==> src/rtl/score_keeper_if.sv <==
// rtl/score_keeper_if.sv - note-event strobes and score outputs of score_keeper
interface score_keeper_if;
   logic       hit;
   logic       miss;
   logic       clear;
   logic [9:0] score;
   logic [6:0] combo;
   logic [2:0] mult;
   logic       score_upd;
   logic       score_sat;

   modport master (
      output hit, miss, clear,
      input  score, combo, mult, score_upd, score_sat
   );

   modport slave (
      input  hit, miss, clear,
      output score, combo, mult, score_upd, score_sat
   );
endinterface

==> src/rtl/score_keeper.sv <==
// rtl/score_keeper.sv - two-stage hit/miss score, combo and multiplier accumulator
// Optional: define SCORE_MISS_PENALTY_EN to make a miss cost one point.
module score_keeper #(
   parameter int SCORE_MAX   = 999,
   parameter int BASE_POINTS = 1,
   parameter int COMBO_STEP  = 10,
   parameter int MULT_MAX    = 4
) (
   input  logic         Clk,
   input  logic         Reset_n,
   score_keeper_if.slave sk
);

   localparam int SW = (COMBO_STEP > 1) ? $clog2(COMBO_STEP) : 1;

   logic          ev_valid;
   logic          ev_hit;
   logic [SW-1:0] step;
   logic [12:0]   pts;
   logic [12:0]   sum;
   logic [9:0]    hit_score;
   logic          step_wrap;

   // Points use the multiplier in force before this hit advances it.
   always_comb begin
      pts       = 13'(BASE_POINTS) * 13'(sk.mult);
      sum       = 13'(sk.score) + pts;
      hit_score = (sum >= 13'(SCORE_MAX)) ? 10'(SCORE_MAX) : sum[9:0];
      step_wrap = (step == SW'(COMBO_STEP - 1));
   end

`ifdef SCORE_MISS_PENALTY_EN
   logic [9:0] miss_score;
   always_comb begin
      miss_score = (sk.score == 10'd0) ? 10'd0 : sk.score - 10'd1;
   end
`endif

   always_ff @(posedge Clk or negedge Reset_n) begin
      if (!Reset_n) begin
         ev_valid     <= 1'b0;
         ev_hit       <= 1'b0;
         step         <= '0;
         sk.score     <= 10'd0;
         sk.combo     <= 7'd0;
         sk.mult      <= 3'd1;
         sk.score_upd <= 1'b0;
         sk.score_sat <= 1'b0;
      end else if (sk.clear) begin
         ev_valid     <= 1'b0;
         ev_hit       <= 1'b0;
         step         <= '0;
         sk.score     <= 10'd0;
         sk.combo     <= 7'd0;
         sk.mult      <= 3'd1;
         sk.score_upd <= 1'b0;
         sk.score_sat <= 1'b0;
      end else begin
         // A simultaneous hit and miss is judged a miss.
         ev_valid     <= sk.hit | sk.miss;
         ev_hit       <= sk.hit & ~sk.miss;
         sk.score_upd <= ev_valid;
         if (ev_valid) begin
            if (ev_hit) begin
               sk.score     <= hit_score;
               sk.score_sat <= sk.score_sat | (hit_score == 10'(SCORE_MAX));
               if (sk.combo != 7'd127) begin
                  sk.combo <= sk.combo + 7'd1;
               end
               step <= step_wrap ? '0 : step + SW'(1);
               if (step_wrap && (sk.mult < 3'(MULT_MAX))) begin
                  sk.mult <= sk.mult + 3'd1;
               end
            end else begin
               sk.combo <= 7'd0;
               sk.mult  <= 3'd1;
               step     <= '0;
`ifdef SCORE_MISS_PENALTY_EN
               sk.score     <= miss_score;
               sk.score_sat <= (miss_score >= 10'(SCORE_MAX));
`else
               sk.score     <= sk.score;
               sk.score_sat <= sk.score_sat;
`endif
            end
         end
      end
   end

endmodule

==> src/flat_wrapper.sv <==
// flat-port wrapper written by rule: the top's interface ports become plain ports
module score_keeper_flat 
#(
   parameter int SCORE_MAX   = 999,
   parameter int BASE_POINTS = 1,
   parameter int COMBO_STEP  = 10,
   parameter int MULT_MAX    = 4
)
  (Clk, Reset_n, sk_hit, sk_miss, sk_clear, sk_score, sk_combo, sk_mult, sk_score_upd, sk_score_sat);
  score_keeper_if sk_i ();
  input  logic Clk;
  input  logic Reset_n;
  input wire logic [$bits(sk_i.hit)-1:0] sk_hit;
  input wire logic [$bits(sk_i.miss)-1:0] sk_miss;
  input wire logic [$bits(sk_i.clear)-1:0] sk_clear;
  output wire logic [$bits(sk_i.score)-1:0] sk_score;
  output wire logic [$bits(sk_i.combo)-1:0] sk_combo;
  output wire logic [$bits(sk_i.mult)-1:0] sk_mult;
  output wire logic [$bits(sk_i.score_upd)-1:0] sk_score_upd;
  output wire logic [$bits(sk_i.score_sat)-1:0] sk_score_sat;
  assign sk_i.hit = sk_hit;
  assign sk_i.miss = sk_miss;
  assign sk_i.clear = sk_clear;
  assign sk_score = sk_i.score;
  assign sk_combo = sk_i.combo;
  assign sk_mult = sk_i.mult;
  assign sk_score_upd = sk_i.score_upd;
  assign sk_score_sat = sk_i.score_sat;
  score_keeper #(.SCORE_MAX(SCORE_MAX), .BASE_POINTS(BASE_POINTS), .COMBO_STEP(COMBO_STEP), .MULT_MAX(MULT_MAX)) u_core (.Clk(Clk), .Reset_n(Reset_n), .sk(sk_i));
endmodule
==> config.mk <==
export PLATFORM = sky130hd
export DESIGN_NAME = score_keeper_flat
export DESIGN_NICKNAME = d
export VERILOG_FILES = /design/src/rtl/score_keeper_if.sv /design/src/rtl/score_keeper.sv /design/src/flat_wrapper.sv
export SDC_FILE = /design/constraint.sdc
export NUM_CORES = 1
export LEC_CHECK = 0
export CORE_MARGIN = 5
export CORE_UTILIZATION = 53
export DETAILED_ROUTE_END_ITERATION = 16
export GPL_TIMING_DRIVEN = 0
export PLACE_DENSITY = 0.79
export SLEW_MARGIN = 20
export SYNTH_ARGS = -nofsm -noshare
export SYNTH_HDL_FRONTEND = slang
export SYNTH_SLANG_ARGS = --single-unit
==> constraint.sdc <==
create_clock -name Clk -period 3.3 [get_ports Clk]
set_input_delay 0.495 -clock Clk [delete_from_list [all_inputs] [get_ports Clk]]
set_output_delay 0.495 -clock Clk [all_outputs]
set_load 0.01 [all_outputs]
==> impl_metrics.env, run 1 <==
export IMPL_outcome="finished clean"
export IMPL_max_cap_viol_count=0
export IMPL_clk_latency_ps=320
export IMPL_worst_slack_ps=518
export IMPL_holdBufCountCts=0
export IMPL_clock_sinks=28
export IMPL_initial_utilization_pct=55.3
export IMPL_power_total_uw=567
export IMPL_firstDrtPassIters=4
export IMPL_grt_pass1_wl_um=6360
export IMPL_cts_made_buffers=3
export IMPL_p_seq_share_pct=62.6
export IMPL_fin_tns_setup_ps=0
export IMPL_finish_cell_count_without_fillers=256
export IMPL_worstSetupPathDepth=9
export IMPL_drive_above_1_share_pct=9.91
export IMPL_postCtsResizedCells=0
export IMPL_nNetsFinal=226
export IMPL_power_per_cell_area_nw_per_um2=279
export IMPL_slowest_stage="sky130_fd_sc_hd__dfstp_2"
export IMPL_detail_route_antenna_nets=0
export IMPL_dp_hpwl_um=2860
export IMPL_avgSynthCellArea_um2=9.28
export IMPL_finalWeightedCongestion=0.845
export IMPL_design_core_area_um2=3050
export IMPL_cp_end_kind="register"
export IMPL_chipHeight_um=66.5
export IMPL_power_switching_fraction_pct=23.2
export IMPL_end_of_the_worst_register_to_register_path="u_core.sk.score[9]"
export IMPL_synthFlopType="sky130_fd_sc_hd__dfrtp_1"
export IMPL_ioPinCount=27
export IMPL_cts_htree_levels=1
export IMPL_setup_worst_path_start_class="register"
export IMPL_detail_route_iter0_violations=108
export IMPL_clk_transition_reported_paths_ps=150
export IMPL_grt_start_max_net_pins=29
export IMPL_remaining_drc_errors=0
export IMPL_cts_repair_timing_setup_buffer_count=0
export IMPL_hold_violations=0
export IMPL_final_max_slew_violation_count=0
export IMPL_grt_util_all_layers_pct=18.2
export IMPL_first_global_vias=1413
export IMPL_min_period_over_period_pct=84.3
export IMPL_tightestPinTransition_ps=612
export IMPL_area_delta_synth_final_pct=20.5
export IMPL_post_drt_wl_per_cell_um=14.6
export IMPL_n_fill_cell=258
export IMPL_route_vias_total=1454
export IMPL_timing_clock_skew_ps=11.2
export IMPL_synth_edf_count=0
export IMPL_cellLeakagePower_uw=0.000811
export IMPL_reg2reg_setup_slack_ps=520
export IMPL_worst_endpoint_arrival_ps=2950
export IMPL_share_clk_of_total_power_pct=28.7
export IMPL_cp_slowest_stage_delay_ps=610
export IMPL_min_period_ps=2780
export IMPL_yosys_warnings=0
export IMPL_ys_ff_latch=28
export IMPL_share_comb_of_total_power_pct=8.8
export IMPL_total_die_area_um2=4420
export IMPL_reg2regPathDepth=9
export IMPL_buffer_ports_inserted=26
export IMPL_path_max_fanout=6
export IMPL_synth_net_count=195
export IMPL_path_buf_inv=1
export IMPL_num_antenna_cells=0
export IMPL_p_switching_uw=132
export IMPL_part_of_the_yosys_area_used_for_sequential_elements_pct=41.6
export IMPL_grt_setup_unrepaired="no"
export IMPL_irDropWorstVdd_v=0.000336
export IMPL_worst_case_headroom_to_the_max_slew_limit_pct=59.2
export IMPL_achievable_frequency_ghz=0.359
export IMPL_grt_remaining_overflow=0
export IMPL_clock_tree_root_cell="sky130_fd_sc_hd__clkbuf_4"
export IMPL_row_count=20
export IMPL_criticalPathCategory="reg2reg"
export IMPL_reg2reg_from="u_core.sk.mult[0]"
export IMPL_async_reset_ff_share_pct=100
export IMPL_final_util_pct=66.7
export IMPL_routed_via_density=5.68
export IMPL_tritoncts="yes"
export IMPL_antenna_found_initial=0
export IMPL_setup_violations=0
export IMPL_cpLargestDelayFamily="compound AO/OA/AOI/OAI gates"
export IMPL_cts_max_path_buffers=2
export IMPL_setup_slack_at_placement_ps=547
export IMPL_ys_types=47
export IMPL_worstPathCellList="ha_1 > inv_1 > fa_1 > nor2b_4 > o21ai_0 > and2_1 > o41ai_4 > o21a_4 > a41oi_1"
export IMPL_p_int_uw=435
export IMPL_drt_wl_total_um=3740
export IMPL_die_outline_width_um=66.5
export IMPL_min_path_type="in2async"
export IMPL_syn_cell_area_um2=1690
export IMPL_dp_cells=252
export IMPL_synth_cells=182
export IMPL_worstPathRequired_ps=3470
-- flip-flops by register name, summed over array words and instances, names as in the netlist --
name / count
u_core.sk.score: 10
u_core.sk.combo: 7
u_core.step: 4
u_core.sk.mult: 3
u_core.ev_hit: 1
u_core.ev_valid: 1
u_core.sk.score_sat: 1
u_core.sk.score_upd: 1
-- Yosys cell counts (2+ instances only) --
cell type                  count  area, um^2
sky130_fd_sc_hd__nand2_1      13        48.8
sky130_fd_sc_hd__nand3_1       4        20.0
sky130_fd_sc_hd__a311oi_2      3        45.0
sky130_fd_sc_hd__nor3b_1       2        15.0
sky130_fd_sc_hd__nor2_1       36         135
sky130_fd_sc_hd__xnor2_1       5        43.8
sky130_fd_sc_hd__nand3b_1      2        15.0
sky130_fd_sc_hd__clkbuf_1      3        11.3
sky130_fd_sc_hd__a21oi_1      10        50.1
sky130_fd_sc_hd__buf_6         2        22.5
sky130_fd_sc_hd__inv_1         6        22.5
sky130_fd_sc_hd__nor4b_1       2        17.5
sky130_fd_sc_hd__o21ai_0       9        45.0
sky130_fd_sc_hd__a31oi_1       2        12.5
sky130_fd_sc_hd__ha_1          7        87.6
sky130_fd_sc_hd__dfrtp_1      27         676
sky130_fd_sc_hd__nor3_1       10        50.1
sky130_fd_sc_hd__nand4_1       2        12.5
sky130_fd_sc_hd__nand2b_1      4        25.0
sky130_fd_sc_hd__and2_1        3        18.8
sky130_fd_sc_hd__xor2_1        4        35.0
-- cell usage in the layout (no fill, tap or decap), types with 2 or more instances in the layout --
cell                              instances
sky130_fd_sc_hd__nor2_1                  36
sky130_fd_sc_hd__xnor2_1                  5
sky130_fd_sc_hd__nand3_1                  4
sky130_fd_sc_hd__clkdlybuf4s50_1         25
sky130_fd_sc_hd__nor3b_1                  2
sky130_fd_sc_hd__buf_6                    2
sky130_fd_sc_hd__nor3_1                  10
sky130_fd_sc_hd__inv_1                    6
sky130_fd_sc_hd__nand2_1                 13
sky130_fd_sc_hd__ha_1                     7
sky130_fd_sc_hd__nand4_1                  2
sky130_fd_sc_hd__dfrtp_1                 27
sky130_fd_sc_hd__a31oi_1                  2
sky130_fd_sc_hd__xor2_1                   4
sky130_fd_sc_hd__clkbuf_1                 3
sky130_fd_sc_hd__nand3b_1                 2
sky130_fd_sc_hd__a21oi_1                 10
sky130_fd_sc_hd__nand2b_1                 4
sky130_fd_sc_hd__o21ai_0                  9
sky130_fd_sc_hd__a311oi_2                 3
sky130_fd_sc_hd__nor4b_1                  2
sky130_fd_sc_hd__and2_1                   3
sky130_fd_sc_hd__clkbuf_4                 3
-- layer usage --
layer  global-route usage, %  part of all wire (%)
met1                    24.2                    47
met2                    30.2                    48
met3                    3.88                   4.7
met4                    3.81                  0.94
met5                       0                     0
-- worst register-to-register path: cells and delay by family, from the launching register on --
kind                       cells  cell delay (ps)
AOI/OAI and AO/OA              4              820
adders and majority gates      2              690
buffers and inverters          1               80
DFF                            1              610
and+or+nand+nor                2              430
-- cell families after synthesis --
kind of cell,count (synthesis),share of synthesized area (%)
AO/OA/AOI/OAI,39,18.6
buffers and inverters,11,3.33
AND/OR/NAND/NOR,87,25.5
XOR/XNOR,9,4.67
flip-flops,28,41.6
adder cells (fa/ha/maj),8,6.37
-- power by group through the flow --
stage               Sequential (uW)  Combinational (uW)  Clock, uW
floorplan                       361                24.9          0
global placement                361                49.8          0
detailed placement              361                50.5          0
CTS                             355                50.5        170
global route                    356                55.3        184
finish                          355                49.8        162
-- through the flow --
step | area (um^2) | hold WS (ps)
after floorplan | 1690 | 199
after global placement | 2000 | 487
after detailed placement | 2000 | 520
after CTS | 2040 | 173
after global routing | 2040 | 196
final | 2040 | 156
-- worst max path at each step --
| stage | startpoint | to | slack, ps |
|---|---|---|---|
| after global placement | u_core.sk.mult[0] | u_core.sk.score[9] | 630 |
| final | u_core.sk.mult[0] | u_core.sk.score[9] | 520 |
| after CTS | u_core.sk.mult[0] | u_core.sk.score[9] | 510 |
| after floorplan | u_core.sk.mult[0] | u_core.sk.score[0] | 730 |
| after detailed placement | u_core.sk.mult[0] | u_core.sk.score[0] | 550 |
| after global routing | u_core.sk.mult[0] | u_core.sk.score[9] | 340 |
-- final cells by class --
type	instances	area, um^2	share of cell area, %
plain buffers	5	33.8	1.66
clock buffers	4	36.3	1.78
inverters	6	22.5	1.11
multi-input cells	143	931	45.7
flip-flops and latches	28	702	34.5
well taps	44	55.1	2.70
repair buffers	26	255	12.5
(Power assumes the default switching activity.)
==> run 2: changes to the inputs <==
==> constraint.sdc (replaced) <==
create_clock -name Clk -period 2.6 [get_ports Clk]
set_input_delay 0.39 -clock Clk [delete_from_list [all_inputs] [get_ports Clk]]
set_output_delay 0.39 -clock Clk [all_outputs]
set_load 0.01 [all_outputs]
==> impl_metrics.env, run 2 (synthesis gave the netlist of run 1 again) <==
export IMPL_num_antenna_cells=0
export IMPL_grt_util_all_layers_pct=18.1
export IMPL_worst_endpoint_arrival_ps=2840
export IMPL_p_int_uw=554
export IMPL_most_common_cell_after_layout_fill_and_taps_aside="sky130_fd_sc_hd__nor2_1"
export IMPL_achievable_frequency_ghz=0.386
export IMPL_grtUsageMet2_pct=30.0
export IMPL_firstDrtPassIters=4
export IMPL_power_per_cell_area_nw_per_um2=338
export IMPL_met1_usage_pct=24.2
export IMPL_clk_latency_ps=320
export IMPL_registers_top_by_ff_count="u_core.sk.score"
export IMPL_timing_clock_skew_ps=10.8
export IMPL_detail_route_iter0_violations=106
export IMPL_share_comb_of_total_power_pct=9.0
export IMPL_total_die_area_um2=4420
export IMPL_clk_transition_reported_paths_ps=140
export IMPL_initial_utilization_pct=55.3
export IMPL_share_clk_of_total_power_pct=28.5
export IMPL_setup_worst_path_start_class="register"
export IMPL_tightestPinTransition_ps=613
export IMPL_multi_input_comb_area_um2=972
export IMPL_layout_area_seq_um2=702
export IMPL_min_period_ps=2590
export IMPL_chipHeight_um=66.5
export IMPL_outcome="finished clean"
export IMPL_cts_made_buffers=3
export IMPL_nNetsFinal=233
export IMPL_buffer_ports_inserted=26
export IMPL_power_total_uw=721
export IMPL_first_global_vias=1409
export IMPL_path_buf_inv=2
export IMPL_criticalPathCategory="reg2reg"
export IMPL_antenna_found_initial=0
export IMPL_holdBufCountCts=0
export IMPL_cts_htree_levels=1
export IMPL_cpLargestDelayFamily="compound AO/OA/AOI/OAI gates"
export IMPL_most_used_cells_in_the_layout_excluding_fill_and_tap_cells="36 x sky130_fd_sc_hd__nor2_1, 27 x sky130_fd_sc_hd__dfrtp_1, 25 x sky130_fd_sc_hd__clkdlybuf4s50_1"
export IMPL_p_seq_share_pct=62.5
export IMPL_min_period_over_period_pct=99.6
export IMPL_finalWeightedCongestion=0.845
export IMPL_route_vias_total=1479
export IMPL_dp_hpwl_um=2860
export IMPL_worstPathCellList="ha_4 > inv_2 > fa_2 > nor2b_4 > buf_6 > o211ai_1 > xnor2_1 > o41ai_4 > o21a_4 > a311oi_2"
export IMPL_remaining_drc_errors=0
export IMPL_ioPinCount=27
export IMPL_drt_wl_total_um=3830
export IMPL_irDropWorstVdd_v=0.000427
export IMPL_cp_slowest_stage_delay_ps=590
export IMPL_cellLeakagePower_uw=0.000845
export IMPL_routed_via_density=5.62
export IMPL_cp_end_kind="register"
export IMPL_drive_above_1_share_pct=16.4
export IMPL_path_max_fanout=6
export IMPL_cts_max_path_buffers=2
export IMPL_die_outline_width_um=66.5
export IMPL_tritoncts="yes"
export IMPL_design_core_area_um2=3050
export IMPL_clock_sinks=28
export IMPL_grt_remaining_overflow=0
export IMPL_n_fill_cell=250
export IMPL_largest_register_ffs=10
export IMPL_grt_use_met3_pct=3.88
export IMPL_detail_route_antenna_nets=0
export IMPL_grt_pass1_wl_um=6350
export IMPL_worstPathRequired_ps=2850
export IMPL_row_count=20
export IMPL_setup_violations=0
export IMPL_max_cap_viol_count=0
export IMPL_grt_setup_unrepaired="yes"
export IMPL_hold_violations=0
export IMPL_fin_tns_setup_ps=0
export IMPL_clock_tree_root_cell="sky130_fd_sc_hd__clkbuf_4"
export IMPL_p_switching_uw=167
export IMPL_worst_case_headroom_to_the_max_slew_limit_pct=59.1
export IMPL_min_path_type="in2async"
export IMPL_grt_start_max_net_pins=29
export IMPL_largestRegisters="u_core.sk.score: 10 flops, u_core.sk.combo: 7 flops, u_core.step: 4 flops"
export IMPL_grt_busiest_layer="met2"
export IMPL_final_max_slew_violation_count=0
export IMPL_area_delta_synth_final_pct=26.3
export IMPL_slowest_stage="sky130_fd_sc_hd__dfstp_2"
export IMPL_power_switching_fraction_pct=23.2
export IMPL_post_drt_wl_per_cell_um=14.6
-- run 2: worst reg2reg max path: stages, from the launching register on --
cell                       delay [ps]
sky130_fd_sc_hd__dfstp_2          590
sky130_fd_sc_hd__ha_4             140
sky130_fd_sc_hd__inv_2             40
sky130_fd_sc_hd__fa_2             400
sky130_fd_sc_hd__nor2b_4          180
sky130_fd_sc_hd__buf_6            120
sky130_fd_sc_hd__o211ai_1         100
sky130_fd_sc_hd__xnor2_1          280
sky130_fd_sc_hd__o41ai_4          150
sky130_fd_sc_hd__o21a_4           270
sky130_fd_sc_hd__a311oi_2         250
-- run 2: final timing paths --
path                                    start                  to  slack, ps  cells past startpoint
min reg2reg                u_core.sk.combo[6]  u_core.sk.combo[6]        560                      2
max in group asynchronous             Reset_n  u_core.sk.score[9]       2140                      1
max                         u_core.sk.mult[0]  u_core.sk.score[1]         10                     10
max reg2reg                 u_core.sk.mult[0]  u_core.sk.score[1]         10                     10
min                                   Reset_n  u_core.sk.combo[6]         50                      1
min in group Clk           u_core.sk.combo[6]  u_core.sk.combo[6]        560                      2
-- run 2: repair_timing --
| item | 4_1_cts | 5_1_grt |
|---|---|---|
| pin swaps | 1 | 8 |
| buffers inserted | 0 | 7 |
| gates resized for setup | 4 | 7 |
| endpoints found under the setup margin | 7 | 9 |
-- run 2: cell type report --
class	instances	share of cell area, %
Clock buffer	4	1.70
Buffer	5	1.58
Sequential cell	28	32.9
Inverter	6	1.06
Timing Repair Buffer	33	14.6
Multi-Input combinational cell	143	45.6
Tap cell	44	2.58
-- run 2: power by group through the flow --
stage	combinational (uW)	sequential [uW]	clock, uW
finish	64.8	451	206
global route	72.3	452	234
CTS	64.9	450	216
detailed placement	64.1	458	0
global placement	63.2	458	0
floorplan	31.6	458	0
-- run 2: through the flow --
| stage | util [%] | worst slack (ps) | std cells | instance area, um^2 | hold WS, ps |
|---|---|---|---|---|---|
| 4_1_cts | 67.1 | -5.19 | 256 | 2050 | 67.8 |
| 6_report | 69.9 | 11.0 | 263 | 2130 | 53.0 |
| 2_1_floorplan | - | 27.2 | 182 | 1690 | 94.4 |
| 5_1_grt | 69.9 | -91.6 | 263 | 2130 | 91.4 |
| 3_3_place_gp | 65.7 | -71.3 | 252 | 2000 | 487 |
| 3_5_place_dp | 65.5 | -153 | 252 | 2000 | 442 |
-- run 2: layer usage --
layer	vias up	routed length, um
met4	0	40
met5	-	0
met1	717	1740
met2	37	1890
li1	719	-
met3	6	162
==> run 3: changes to the inputs <==
--- a/config.mk
+++ b/config.mk
@@ -9,6 +9,7 @@
 export CORE_UTILIZATION = 53
 export DETAILED_ROUTE_END_ITERATION = 16
 export GPL_TIMING_DRIVEN = 0
+export MAX_ROUTING_LAYER = met4
 export PLACE_DENSITY = 0.79
 export SLEW_MARGIN = 20
 export SYNTH_ARGS = -nofsm -noshare
==> impl_metrics.env, run 3 (synthesis gave the netlist of run 1 again) <==
export IMPL_worstPathCellList="ha_4 > inv_2 > fa_2 > nor2b_4 > o211ai_1 > xnor2_1 > o41ai_4 > o21a_4 > a311oi_2"
export IMPL_grt_setup_unrepaired="yes"
export IMPL_worstSetupStartpoint="u_core.sk.mult[0]"
export IMPL_chipHeight_um=66.5
export IMPL_end_of_the_worst_register_to_register_path="u_core.sk.score[2]"
export IMPL_firstDrtPassIters=4
export IMPL_power_per_cell_area_nw_per_um2=378
export IMPL_worst_slack_ps=67.2
export IMPL_setup_worst_path_start_class="register"
export IMPL_worstPathRequired_ps=2840
export IMPL_design_area_um2=2140
export IMPL_grt_remaining_overflow=0
export IMPL_detail_route_iter0_violations=83
export IMPL_die_outline_width_um=66.5
export IMPL_irDropWorstVdd_v=0.000361
export IMPL_nNetsFinal=229
export IMPL_total_die_area_um2=4420
export IMPL_min_period_ps=2530
export IMPL_most_common_cell_after_layout_fill_and_taps_aside="sky130_fd_sc_hd__nor2_1"
export IMPL_finish_cell_count_without_fillers=259
export IMPL_row_count=20
export IMPL_holdWs_ps=41.4
export IMPL_area_delta_synth_final_pct=26.6
export IMPL_hold_violations=0
export IMPL_cts_htree_levels=1
export IMPL_initial_utilization_pct=55.3
export IMPL_ioPinCount=27
export IMPL_grt_start_max_net_pins=29
export IMPL_finalWeightedCongestion=0.903
export IMPL_clk_latency_ps=330
export IMPL_timing_clock_skew_ps=13.6
export IMPL_buffer_ports_inserted=26
export IMPL_routed_via_density=5.76
export IMPL_drive_above_1_share_pct=15.3
export IMPL_post_drt_wl_per_cell_um=15.7
export IMPL_clock_tree_root_cell="sky130_fd_sc_hd__clkbuf_4"
export IMPL_setup_slack_at_placement_ps=-157
export IMPL_num_antenna_cells=0
export IMPL_cell_area_after_placement_um2=2000
export IMPL_cts_made_buffers=3
export IMPL_criticalPathCategory="reg2reg"
export IMPL_slowest_stage="sky130_fd_sc_hd__dfstp_2"
export IMPL_worst_endpoint_arrival_ps=2780
export IMPL_tightestPinTransition_ps=631
export IMPL_grt_pass1_wl_um=6790
export IMPL_first_global_vias=1497
export IMPL_worst_case_headroom_to_the_max_slew_limit_pct=58.0
export IMPL_path_max_fanout=6
export IMPL_reg2reg_setup_slack_ps=70
export IMPL_setup_violations=0
export IMPL_cellLeakagePower_uw=0.000832
export IMPL_dp_cells=252
export IMPL_max_cap_viol_count=0
export IMPL_final_max_slew_violation_count=0
export IMPL_clock_sinks=28
export IMPL_worstSetupEndpoint="u_core.sk.score[2]"
export IMPL_dp_hpwl_um=2830
export IMPL_cts_max_path_buffers=2
export IMPL_reg2reg_from="u_core.sk.mult[0]"
export IMPL_route_vias_total=1491
export IMPL_most_used_cells_in_the_layout_excluding_fill_and_tap_cells="35 x sky130_fd_sc_hd__nor2_1, 27 x sky130_fd_sc_hd__dfrtp_1, 25 x sky130_fd_sc_hd__clkdlybuf4s50_1"
export IMPL_achievable_frequency_ghz=0.395
export IMPL_drt_wl_total_um=4070
export IMPL_antenna_found_initial=0
export IMPL_reg2regPathDepth=9
export IMPL_largestRegisters="u_core.sk.score: 10 flops, u_core.sk.combo: 7 flops, u_core.step: 4 flops"
export IMPL_cp_end_kind="register"
export IMPL_registers_top_by_ff_count="u_core.sk.score"
export IMPL_outcome="finished clean"
export IMPL_detail_route_antenna_nets=0
export IMPL_clk_transition_reported_paths_ps=170
export IMPL_largest_register_ffs=10
export IMPL_cp_slowest_stage_delay_ps=590
export IMPL_min_period_over_period_pct=97.4
export IMPL_min_path_type="in2async"
export IMPL_tritoncts="yes"
export IMPL_remaining_drc_errors=0
export IMPL_grt_util_all_layers_pct=20.2
export IMPL_design_core_area_um2=3050
==> run 3: changes by cell type in the layout (fill, tap and decap cells not counted), sizes merged <==
cell and change:
clkbuf -1, bufinv +1, buf -4
==> run 3: how the worst min path moves through the flow <==
| stage | startpoint | end | slack (ps) | cells after the start |
|---|---|---|---|---|
| global placement | u_core.sk.score_sat | u_core.sk.score_sat | 480 | 2 |
| finish | Reset_n | u_core.step[0] | 40 | 1 |
| global route | Reset_n | u_core.step[0] | 80 | 1 |
| floorplan | Reset_n | u_core.ev_hit | 90 | 0 |
| CTS | Reset_n | u_core.step[0] | 70 | 1 |
| detailed placement | Reset_n | u_core.step[0] | 450 | 1 |
==> run 3: cell type report <==
type	instances	area, um^2
plain buffers	5	33.8
flip-flops and latches	28	702
fillers	248	915
clock buffers	3	22.5
clock inverters	1	30.0
well taps	44	55.1
multi-input cells	143	991
inverters	6	22.5
repair buffers	29	282
==> run 3: routing by layer <==
metal	vias to the layer above	track usage [%]	wire, um
met3	6	2.70	141
met4	0	7.11	44
met5	-	-	0
met1	736	25.6	1870
met2	41	33.2	2010
li1	708	-	-
==> run 3: worst max-delay path: cells and delay by family (launching register included) <==
| family | cells | cell delay, ps |
|---|---|---|
| AO/OA/AOI/OAI | 4 | 770 |
| XOR/XNOR | 1 | 290 |
| adder cells (fa/ha/maj) | 2 | 540 |
| buffers and inverters | 1 | 40 |
| flip-flops | 1 | 590 |
| AND/OR/NAND/NOR | 1 | 210 |
==> run 3: stage by stage <==
stage	setup TNS (ps)	power, uW	util, %
finish	0	809	70.0
CTS	0	808	68.1
floorplan	0	490	-
detailed placement	-942	523	65.5
global route	-8.70	840	70.0
global placement	-540	521	65.7
==> run 3: where the power goes <==
group / switching (uW) / internal (uW) / total, uW
Combinational: 39.3 / 26.7 / 65.9
Sequential: 9.76 / 442 / 451
Clock: 136 / 156 / 292
==> run 3: timing repair <==
| item | CTS | global route |
|---|---|---|
| hold buffers | 0 | 0 |
| buffers inserted | 2 | 1 |
| gates resized for setup | 4 | 9 |
| pin swaps | 1 | 10 |
| cloned | 0 | 0 |
| endpoints found under the setup margin | 8 | 9 |
